$ cat config.mk
export PLATFORM = sky130hd
export DESIGN_NAME = seg_mux_decoder_flat
export DESIGN_NICKNAME = d
export VERILOG_FILES = /design/src/rtl/seg_mux_decoder_if.sv /design/src/rtl/seg_mux_decoder.sv /design/src/flat_wrapper.sv
export SDC_FILE = /design/constraint.sdc
export NUM_CORES = 1
export LEC_CHECK = 0
export ABC_AREA = 1
export CAP_MARGIN = 20
export CORE_UTILIZATION = 40
export CTS_CLUSTER_SIZE = 24
export DETAILED_ROUTE_END_ITERATION = 6
export PLACE_DENSITY = 0.67
export SETUP_SLACK_MARGIN = 0.3
export SLEW_MARGIN = 20
export SYNTH_ARGS = -nofsm -noshare
export SYNTH_HDL_FRONTEND = slang
export SYNTH_SLANG_ARGS = --single-unit
$ cat constraint.sdc
create_clock -name clk -period 3.1 [get_ports clk]
set_clock_uncertainty 0.2 [all_clocks]
set_input_delay 0.775 -clock clk [delete_from_list [all_inputs] [get_ports clk]]
set_output_delay 0.775 -clock clk [all_outputs]
set_load 0.01 [all_outputs]
$ cat src/rtl/seg_mux_decoder_if.sv
// seg_mux_decoder_if: multiplexed 7-segment bus plus recovered-digit outputs of the decoder.
interface seg_mux_decoder_if #(
  parameter int N_DIG = 4
);
  localparam int PW = (N_DIG > 1) ? $clog2(N_DIG) : 1;
  logic [6:0]         segmentos;
  logic [N_DIG-1:0]   anodos;
  logic [4*N_DIG-1:0] digitos;
  logic               valido;
  logic [PW-1:0]      posicao;
  logic [3:0]         digito;
  logic               erro;
  logic               quadro;
  modport master (
    output segmentos, anodos,
    input  digitos, valido, posicao, digito, erro, quadro
  );
  modport slave (
    input  segmentos, anodos,
    output digitos, valido, posicao, digito, erro, quadro
  );
endinterface

$ cat src/rtl/seg_mux_decoder.sv
// seg_mux_decoder: recovers per-position BCD digits from an active-low multiplexed 7-segment bus.
module seg_mux_decoder #(
  parameter int N_DIG         = 4,
  parameter int STABLE_CYCLES = 4,
  parameter int CNT_W         = 8
) (
  input logic clk,
  input logic rst_n,
  seg_mux_decoder_if.slave dsp
);
  localparam int PW = (N_DIG > 1) ? $clog2(N_DIG) : 1;
  typedef enum logic [1:0] {IDLE, TRACK, HOLD} state_t;
  state_t             state_q, state_d;
  logic [CNT_W-1:0]   cnt_q, cnt_d;
  logic [6:0]         seg_q, seg_p_q;
  logic [N_DIG-1:0]   an_q, an_p_q;
  logic [4*N_DIG-1:0] dig_q;
  logic [N_DIG-1:0]   mask_q, mask_set;
  logic               valido_q, erro_q, quadro_q;
  logic [PW-1:0]      posicao_q, pos;
  logic [3:0]         digito_q, dec_v;
  logic               dec_ok, an_ok, chg, acc, acc_ok, frame;
  always_comb begin
    dec_v  = 4'h0;
    dec_ok = 1'b1;
    case (seg_q)
      7'b1000000: dec_v = 4'd0;
      7'b1111001: dec_v = 4'd1;
      7'b0100100: dec_v = 4'd2;
      7'b0110000: dec_v = 4'd3;
      7'b0011001: dec_v = 4'd4;
      7'b0010010: dec_v = 4'd5;
      7'b0000010: dec_v = 4'd6;
      7'b1111000: dec_v = 4'd7;
      7'b0000000: dec_v = 4'd8;
      7'b0010000: dec_v = 4'd9;
      7'b1111111: dec_v = 4'hF;
      default:    dec_ok = 1'b0;
    endcase
  end
  always_comb begin
    pos = '0;
    for (int i = 0; i < N_DIG; i++)
      if (!an_q[i]) pos = PW'(i);
  end
  assign an_ok = ($countones(~an_q) == 1);
  assign chg   = {seg_q, an_q} != {seg_p_q, an_p_q};
  // Acceptance fires only when the count first lands on STABLE_CYCLES, so HOLD never re-pulses.
  always_comb begin
    state_d = state_q;
    cnt_d   = cnt_q;
    if (!an_ok) begin
      state_d = IDLE;
      cnt_d   = '0;
    end else if (state_q == IDLE || chg) begin
      state_d = TRACK;
      cnt_d   = CNT_W'(1);
    end else if (state_q == TRACK) begin
      cnt_d = (cnt_q >= CNT_W'(STABLE_CYCLES)) ? cnt_q : cnt_q + CNT_W'(1);
    end
    acc = an_ok && (state_q != HOLD || chg) && (cnt_d == CNT_W'(STABLE_CYCLES));
    if (acc) state_d = HOLD;
  end
  assign acc_ok   = acc && dec_ok;
  assign mask_set = mask_q | (N_DIG'(1) << pos);
  assign frame    = acc_ok && (&mask_set);
  always_ff @(posedge clk or negedge rst_n) begin
    if (!rst_n) begin
      seg_q     <= '1;
      seg_p_q   <= '1;
      an_q      <= '1;
      an_p_q    <= '1;
      state_q   <= IDLE;
      cnt_q     <= '0;
      dig_q     <= {N_DIG{4'hF}};
      mask_q    <= '0;
      valido_q  <= 1'b0;
      erro_q    <= 1'b0;
      quadro_q  <= 1'b0;
      posicao_q <= '0;
      digito_q  <= 4'h0;
    end else begin
      seg_q    <= dsp.segmentos;
      an_q     <= dsp.anodos;
      seg_p_q  <= seg_q;
      an_p_q   <= an_q;
      state_q  <= state_d;
      cnt_q    <= cnt_d;
      valido_q <= acc_ok;
      erro_q   <= acc && !dec_ok;
      quadro_q <= frame;
      if (acc_ok) begin
        posicao_q              <= pos;
        digito_q               <= dec_v;
        dig_q[4*int'(pos) +: 4] <= dec_v;
        mask_q                 <= frame ? '0 : mask_set;
      end
    end
  end
  assign dsp.digitos = dig_q;
  assign dsp.valido  = valido_q;
  assign dsp.erro    = erro_q;
  assign dsp.quadro  = quadro_q;
  assign dsp.posicao = posicao_q;
  assign dsp.digito  = digito_q;
endmodule

$ cat src/flat_wrapper.sv
// flat-port wrapper written by rule: the top's interface ports become plain ports
module seg_mux_decoder_flat 
#(
  parameter int N_DIG         = 4,
  parameter int STABLE_CYCLES = 4,
  parameter int CNT_W         = 8
)
  (clk, rst_n, dsp_segmentos, dsp_anodos, dsp_digitos, dsp_valido, dsp_posicao, dsp_digito, dsp_erro, dsp_quadro);
  seg_mux_decoder_if #(.N_DIG(N_DIG)) dsp_i ();
  input logic clk;
  input logic rst_n;
  input wire logic [$bits(dsp_i.segmentos)-1:0] dsp_segmentos;
  input wire logic [$bits(dsp_i.anodos)-1:0] dsp_anodos;
  output wire logic [$bits(dsp_i.digitos)-1:0] dsp_digitos;
  output wire logic [$bits(dsp_i.valido)-1:0] dsp_valido;
  output wire logic [$bits(dsp_i.posicao)-1:0] dsp_posicao;
  output wire logic [$bits(dsp_i.digito)-1:0] dsp_digito;
  output wire logic [$bits(dsp_i.erro)-1:0] dsp_erro;
  output wire logic [$bits(dsp_i.quadro)-1:0] dsp_quadro;
  assign dsp_i.segmentos = dsp_segmentos;
  assign dsp_i.anodos = dsp_anodos;
  assign dsp_digitos = dsp_i.digitos;
  assign dsp_valido = dsp_i.valido;
  assign dsp_posicao = dsp_i.posicao;
  assign dsp_digito = dsp_i.digito;
  assign dsp_erro = dsp_i.erro;
  assign dsp_quadro = dsp_i.quadro;
  seg_mux_decoder #(.N_DIG(N_DIG), .STABLE_CYCLES(STABLE_CYCLES), .CNT_W(CNT_W)) u_core (.clk(clk), .rst_n(rst_n), .dsp(dsp_i));
endmodule
==> impl_metrics.json <==
{
  "drive_above_1_share_pct": 23.5,
  "fillers": 661,
  "fin_util_pct": 55.7,
  "grt_pass1_wl_um": 12100,
  "die_area_um2": 8130,
  "clkSlewWorstSetupHoldPaths_ns": 0.07,
  "crit_slowest_cell": "dfstp_2",
  "synth.distinct_cells": 26,
  "holdBufCountCts": 0,
  "worstMarginPinSlew_ns": 0.825,
  "cts_sinks": 61,
  "antenna_cells": 0,
  "synth_seq_cells": 61,
  "gp_congestion": 0.814,
  "dieHeight_um": 90.2,
  "drv_cap": 0,
  "h-tree-depth": 3,
  "grt_overflow": 0,
  "numPortBuffers": 37,
  "grt_max_degree": 34,
  "critPathCaptureType": "register",
  "hold_class": "register to register",
  "max-clock-path-buffers": 2,
  "synthXorXnorAreaFrac_pct": 1.69,
  "first_iter_violations": 113,
  "fin_setup_tns_ns": 0,
  "final_common_cell": "nand2_1",
  "seq_area_frac_synth_pct": 50.6,
  "final_cells": 555,
  "synth_area_um2": 3110,
  "antenna_left": 0,
  "path_max_fanout": 7,
  "dp.cells": 530,
  "avgRoutedWirePerCell_um": 12.2,
  "synth_nets": 413,
  "dr.pass1.iters": 5,
  "cts-buffers-inserted": 9,
  "synth_compound_area_share_pct": 1.93,
  "max_stage_delay_ns": 0.56,
  "root_buffer": "clkbuf_8",
  "hold_depth": 0,
  "start_kind": "register",
  "initial_core_util_pct": 42.2,
  "finalSetupViolCount": 0,
  "synth_mux_area_share_pct": 0,
  "ys_warn_count": 0,
  "rsz0062_at_grt": "yes",
  "hpwl_um": 4850,
  "worstPathRequired_ns": 3.17,
  "tritoncts": "built",
  "final_cell_mix": "nand2_1, inv_1, nor2_1",
  "post-route-period-util_pct": 95.6,
  "outcome": "complete, no violations",
  "dr_total_vias": 2567,
  "synth-simple-area-share_pct": 31.1,
  "crit_chain": "inv_2 > ha_4 > ha_4 > fa_2 > nor3_4 > nand4_4 > inv_2 > nand2_4 > nor2_4 > nand3_4 > buf_12 > nand2_2 > inv_1 > nor2_1",
  "core_um2": 7370,
  "synth_top_family_by_area": "simple AND/OR/NAND/NOR gates",
  "antenna_found_initial": 0,
  "reg2reg_slack_ns": 0.14,
  "grtUsageTotal_pct": 18.7,
  "crit_arrival_ns": 3.03,
  "syn_inst": 385,
  "final-hold-violation-count": 0,
  "die_w_um": 90.2,
  "drc": 0,
  "drt-total-wl_um": 6750,
  "placementRows": 31,
  "layout.nets": 479,
  "syn_avg_cell_area_um2": 8.08,
  "clk_latency_ns": 0.34,
  "area_growth_syn_to_layout_pct": 31.9,
  "criticalPathCategory": "register to register",
  "synth_fa_ha_area_share_pct": 6.28,
  "leakage_nw": 1.99,
  "vias_per_cell": 4.63,
  "relSlewSlack_pct": 44.5,
  "grt_pass1_vias": 2645,
  "io_pins": 38,
  "vdd_drop_max_mv": 0.269,
  "period_needed_ns": 2.96,
  "cellPowerDensity_nw_per_um2": 460,
  "slew_violations": 0,
  "reg2reg_depth": 14,
  "fmax_mhz": 337
}
-- Yosys cell counts (all sizes together) --
library cell	n	area [µm²]
nand2	122	463
inv	64	240
nor2	61	259
dfstp	38	998
dfrtp	23	576
ha	14	175
nand3	13	77.6
nand4	13	87.6
nor3	10	50.1
o21ai	9	45.0
nor4	4	25.0
xnor2	4	35.0
a21oi	3	15.0
buf	2	16.3
xor2	2	17.5
clkbuf	1	3.75
fa	1	20.0
or2	1	6.26
-- path summary, 6_finish.rpt --
| check | from | end |
|---|---|---|
| worst max-delay path | u_core.an_q[1] | u_core.mask_q[0] |
| worst min-delay path | u_core.an_q[1] | u_core.an_p_q[1] |
| worst max register to register | u_core.an_q[1] | u_core.mask_q[0] |
| worst min register to register | u_core.an_q[1] | u_core.an_p_q[1] |
| max in group asynchronous | rst_n | u_core.dsp.valido |
| min in group asynchronous | rst_n | u_core.dsp.digito[0] |
-- per-layer routing --
layer | up-vias | global-route usage (%) | wire, µm
li1 | 1322 | - | -
met1 | 1181 | 25.2 | 3310
met2 | 53 | 29.6 | 3110
met3 | 11 | 4.31 | 210
met4 | 0 | 6.59 | 121
met5 | - | 0 | 0
-- where the power goes --
group / leakage (nW) / internal, mW / switching, mW
sequential: 0.716 / 0.829 / 0.0181
combinational: 1.15 / 0.0743 / 0.114
clock: 0.126 / 0.536 / 0.315
-- worst max-delay path, delay by kind of cell, from the launching register on --
| kind | cells | cell delay (ns) |
|---|---|---|
| DFF | 1 | 0.56 |
| and+or+nand+nor | 7 | 0.89 |
| buffers and inverters | 4 | 0.40 |
| adders and majority gates | 3 | 0.85 |
-- stage by stage --
| stage | hold WS (ns) | instance area (µm²) | worst slack [ns] | power (mW) |
|---|---|---|---|---|
| finish | 0.192 | 4100 | 0.136 | 1.89 |
| global route | 0.193 | 4100 | -0.0111 | 1.97 |
| CTS | 0.189 | 4100 | 0.164 | 1.90 |
| detailed placement | 0.178 | 3730 | -0.0122 | 1.04 |
| global placement | 0.175 | 3730 | 0.0394 | 1.04 |
| floorplan | 0.152 | 3170 | 0.201 | 0.974 |
-- flip-flops by register name (all words and copies together) (netlist names) --
name / cells
u_core.state_q: 2
u_core.seg_q: 7
u_core.cnt_q: 8
u_core.dsp.quadro: 1
u_core.an_p_q: 4
u_core.seg_p_q: 7
u_core.dsp.posicao: 2
u_core.dsp.valido: 1
u_core.an_q: 4
u_core.dsp.digito: 4
u_core.dsp.erro: 1
u_core.mask_q: 4
u_core.dsp.digitos: 16
-- kinds of logic after synthesis --
family          count (synthesis)
buf+inv                        67
simple gates                  224
flops                          61
xor+xnor                        6
fa+ha+maj                      15
compound gates                 12
-- area by class of cell --
class	count	area (µm²)	area share (%)
clock buffers	15	219	5.34
clock inverters	1	30.0	0.732
inverters	64	240	5.86
multi-input cells	258	1380	33.6
flip-flops and latches	61	1570	38.4
well taps	99	124	3.02
repair buffers	57	536	13.1
-- what timing repair did --
item                       CTS  global route
pin swaps                   10             3
buffers inserted             8             0
cloned                       1             0
setup endpoints to repair   30            31
gates resized for setup      9             2
Power figures use the tool's default switching activity.
==> patch 1 (same settings) <==
Encoding of `state_t`: now one-hot (3 bits for 3 states).
--- a/src/rtl/seg_mux_decoder.sv
+++ b/src/rtl/seg_mux_decoder.sv
@@ -10,5 +10,5 @@
 );
   localparam int PW = (N_DIG > 1) ? $clog2(N_DIG) : 1;
-  typedef enum logic [1:0] {IDLE, TRACK, HOLD} state_t;
+  typedef enum logic [2:0] {IDLE = 3'b001, TRACK = 3'b010, HOLD = 3'b100} state_t;
   state_t             state_q, state_d;
   logic [CNT_W-1:0]   cnt_q, cnt_d;
Behaviour: no difference found for any inputs over 10 cycles, from zero or initial values and one cycle with rst_n low; not proved beyond that.
==> patch 1 against the unedited design <==
First-iteration DRC count shrank 4.4%; critical path depth shrank 3; sequential share of layout area grew 1.8 points; setup slack gained 0.11 ns; sequential cell count grew 1; cell area shrank 2.9%; synthesized area shrank 1.5%; power shrank 10%; routed wire length shrank 6.0%.
==> patch 1: results (changes against the unedited design) <==
status:
  outcome: "finished, final reports clean"
routing:
  wl_per_cell_um: 11.9  # -2.1%
  met3_length_um: 281  # +34%
  wl_met2_um: 3080  # -0.87%
  wl_met1_um: 2900  # -12%
  viasPerCell: 4.63  # about the same
layout:
  clock_cell_area_share_pct: 4.52  # -1.5 points
  buffers: 55  # -3.5%
  drive_gt1_share_pct: 24.2  # +0.73 points
  design.seq.count: 62  # +1.6%
timing:
  whs_ns: 0.199  # +0.00765 ns
yosys:
  synth_cells: 365  # -5.2%
  synth_area_leaders: "dfstp_2 (33%), dfrtp_1 (19%), nand2_1 (14%)"
  syn-num-nets: 387  # -6.3%
  synth_commonest_cells: "nand2_1 (115), inv_1 (59), nor2_1 (40)"
  ys_types: 32  # +23%
global_route:
  grt_pass1_vias: 2443  # -7.6%
  met1_usage_pct: 25.2  # +0.057 points
setup_path:
  worstPathArrival_ns: 2.87  # -0.16 ns
  critPathMaxFanout: 6  # -1
  ff2ff_setup_slack_ns: 0.24  # +0.11 ns
  r2r_start: "u_core.an_q[2]$_DFF_PN1_"
power:
  leakage_uw: 0.00190  # -4.5%
placed_design:
  dp.final_hpwl_um: 4700  # -3.2%
  place_area_um2: 3660  # -1.9%
patch 1: final timing paths:
check	endpoint	cells past startpoint
max	u_core.mask_q[3]$_DFFE_PN0P_	11
min in group asynchronous	u_core.dsp.digito[3]$_DFFE_PN0P_	1
min	u_core.seg_p_q[5]$_DFF_PN1_	0
min reg2reg	u_core.seg_p_q[5]$_DFF_PN1_	0
max reg2reg	u_core.mask_q[3]$_DFFE_PN0P_	11
max in group asynchronous	u_core.seg_p_q[0]$_DFF_PN1_	2
patch 1: timing repair:
| item | 4_1_cts | 5_1_grt |
|---|---|---|
| endpoints found under the setup margin | 28 | 32 |
| pin swaps | 13 | 5 |
| gates resized for setup | 12 | 7 |
| buffers inserted | 9 | 1 |
| gates cloned | 0 | 0 |
patch 1: critical path, stage by stage (launching register included):
cell and delay (ns):
dfstp_2 0.54, inv_2 0.05, ha_4 0.24, ha_4 0.15
fa_1 0.47, nor3_4 0.20, nand4_4 0.14, nor3_4 0.19
nand4_4 0.18, buf_4 0.19, nor2_4 0.12, a21oi_1 0.07
patch 1: report_power, final:
| group | switching, uW | total, uW | internal, uW |
|---|---|---|---|
| registers | 23.4 | 871 | 847 |
| logic | 116 | 189 | 72.7 |
| clock network | 301 | 636 | 334 |
patch 1: cell families (layout without fill, tap and decap cells):
group | Yosys count | after routing | synth area share [%]
AND/OR/NAND/NOR | 204 | 204 | 30.5
buffers and inverters | 64 | 133 | 8.13
flip-flops | 62 | 62 | 52.2
AO/OA/AOI/OAI | 21 | 21 | 3.80
adder cells (fa/ha/maj) | 9 | 9 | 3.92
XOR/XNOR | 5 | 5 | 1.43
patch 1: stage by stage:
step | util [%] | worst slack (ns)
global route | 54.3 | 0.111
finish | 54.3 | 0.243
detailed placement | 49.9 | 0.0948
CTS | 53.8 | 0.170
global placement | 49.9 | 0.167
floorplan | - | 0.245
==> patch 2 (config.mk and constraints unchanged) <==
Without the edit above. `N_DIG` is set to 4 in 3 places; all go to 8.
--- a/src/rtl/seg_mux_decoder_if.sv
+++ b/src/rtl/seg_mux_decoder_if.sv
@@ -1,5 +1,5 @@
 // seg_mux_decoder_if: multiplexed 7-segment bus plus recovered-digit outputs of the decoder.
 interface seg_mux_decoder_if #(
-  parameter int N_DIG = 4
+  parameter int N_DIG = 8
 );
   localparam int PW = (N_DIG > 1) ? $clog2(N_DIG) : 1;
--- a/src/rtl/seg_mux_decoder.sv
+++ b/src/rtl/seg_mux_decoder.sv
@@ -1,5 +1,5 @@
 // seg_mux_decoder: recovers per-position BCD digits from an active-low multiplexed 7-segment bus.
 module seg_mux_decoder #(
-  parameter int N_DIG         = 4,
+  parameter int N_DIG         = 8,
   parameter int STABLE_CYCLES = 4,
   parameter int CNT_W         = 8
--- a/src/flat_wrapper.sv
+++ b/src/flat_wrapper.sv
@@ -2,5 +2,5 @@
 module seg_mux_decoder_flat 
 #(
-  parameter int N_DIG         = 4,
+  parameter int N_DIG         = 8,
   parameter int STABLE_CYCLES = 4,
   parameter int CNT_W         = 8
Ports: changed (resized dsp_anodos, dsp_digitos and dsp_posicao); port bits go from 38 to 59. The function was not compared with the original's and may differ.
==> patch 2 against the unedited design <==
The flow now finishes with violations (DRC, setup timing); cell count grew 55%; routed wire length grew 62%; sequential share of layout area shrank 1.7 points; cell area grew 55%; synthesized area grew 53%; power grew 46%; first-iteration DRC count grew 110%; fmax shrank 25%; sequential cell count grew 29; count of clock-buffer cells in the layout shrank 3; setup slack lost 1.0 ns.
==> patch 2: results (changes against the unedited design) <==
yosys:
  synth_fa_ha_area_share_pct: 6.15  # -0.13 points
  synth-compound-area-share_pct: 2.47  # +0.54 points
  ys_types: 32  # +23%
  avgSynthCellArea_um2: 7.92  # -2.0%
  syn-num-nets: 639  # +55%
  synth_area_leaders: "dfstp_2 (34%), nand2_1 (16%), dfrtp_1 (15%)"
  seq_area_frac_synth_pct: 48.9  # -1.7 points
  synth_commonest_cells: "nand2_1 (204), inv_1 (88), nor2_1 (76)"
  synth_xor_xnor_area_share_pct: 0.368  # -1.3 points
setup_path:
  setup.worst_path.start: "u_core.an_q[5]$_DFF_PN1_"
  critical-path-max-stage-delay_ns: 0.54  # -0.02 ns
  reg2reg_to: "u_core.state_q[0]$_DFFE_PN0P_"
  worstPathArrival_ns: 4.01  # +0.98 ns
  rr_worst_depth: 19  # +5
timing:
  timing.setup.tns_ns: -44.41  # -44.41 ns
  relSlewSlack_pct: 64.1  # +20 points
  layout_setup_ws_ns: -0.873  # -1.01 ns
  finalSetupViolCount: 60  # +60
status:
  outcome: "finished, violations left"
  violations: "DRC, setup timing"
layout:
  final_cells: 858  # +55%
  n_antenna_cell: 0  # unchanged
  largest_register_ffs: 32  # +16
  drive_gt1_share_pct: 26.6  # +3.1 points
  fillers: 1021  # +54%
  nNetsFinal: 748  # +56%
placed_design:
  dp.final_hpwl_um: 8000  # +65%
  place_inst: 833  # +57%
  portBuffers: 58  # +57%
  globalplace.congestion: 0.912  # +12%
  place_area_um2: 5860  # +57%
  pre_cts_ws_ns: -0.934  # -0.922 ns
global_route:
  track_usage_pct: 19.0  # +0.29 points
  grt_start_max_net_pins: 44  # +29%
  grt_pass1_wl_um: 18700  # +54%
  met1_usage_pct: 24.7  # -0.43 points
  grt_use_met3_pct: 4.32  # +0.0046 points
routing:
  drt_iter0_markers: 235  # +110%
  drc_errors: 8  # +8
  met3_length_um: 508  # +140%
  wl_met2_um: 5060  # +63%
  first_pass_iters: 6  # +1
  wl_per_cell_um: 12.8  # +4.8%
  wl_met1_um: 5150  # +56%
power:
  leakage_uw: 0.00307  # +54%
  vdd_drop_max_v: 0.000374  # +39%
cts:
  root_buffer: "clkbuf_16"
-- patch 2: changes by cell type after synthesis, moves of 8 or more --
cell,unedited run,this run
nand2_1,120,204
inv_1,55,88
dfstp_2,38,62
nor2_1,53,76
nand4_1,12,27
nand3_1,12,20
-- patch 2: cell type report --
class,instances,area [um2],share of cell area (%)
clock buffer,12,256,4.04
clock inverter,4,50.0,0.788
inverter,99,372,5.85
multi-input combinational,401,2150,33.9
sequential,90,2330,36.7
tap,143,179,2.82
timing repair buffer,109,1010,15.9
-- patch 2: what timing repair did --
item	4_1_cts	5_1_grt
setup buffers	4	5
pin swaps	7	9
resized for setup	18	18
setup endpoints to repair	60	60
-- patch 2: how the worst min path moves through the flow --
stage / start / endpoint / slack [ns] / depth (start not counted)
finish: u_core.an_q[1]$_DFF_PN1_ / u_core.an_p_q[1]$_DFF_PN1_ / 0.18 / 0
global route: u_core.an_q[1]$_DFF_PN1_ / u_core.an_p_q[1]$_DFF_PN1_ / 0.18 / 0
CTS: u_core.an_q[1]$_DFF_PN1_ / u_core.an_p_q[1]$_DFF_PN1_ / 0.18 / 0
detailed placement: u_core.an_q[1]$_DFF_PN1_ / u_core.an_p_q[1]$_DFF_PN1_ / 0.17 / 0
global placement: u_core.an_q[1]$_DFF_PN1_ / u_core.an_p_q[1]$_DFF_PN1_ / 0.17 / 0
floorplan: u_core.seg_q[1]$_DFF_PN1_ / u_core.seg_p_q[1]$_DFF_PN1_ / 0.15 / 0
-- patch 2: worst max-delay path: cells and delay by family, from the launching register on --
kind,cells,cell delay (ns)
buffers and inverters,6,0.54
flip-flops,1,0.54
adder cells (fa/ha/maj),5,1.81
AND/OR/NAND/NOR,8,0.79
-- patch 2: power by group --
group          switching, uW  internal [uW]  total (uW)
registers               23.3           1220        1250
clock network            445            667        1110
logic                    232            163         396
total                    701           2050        2750
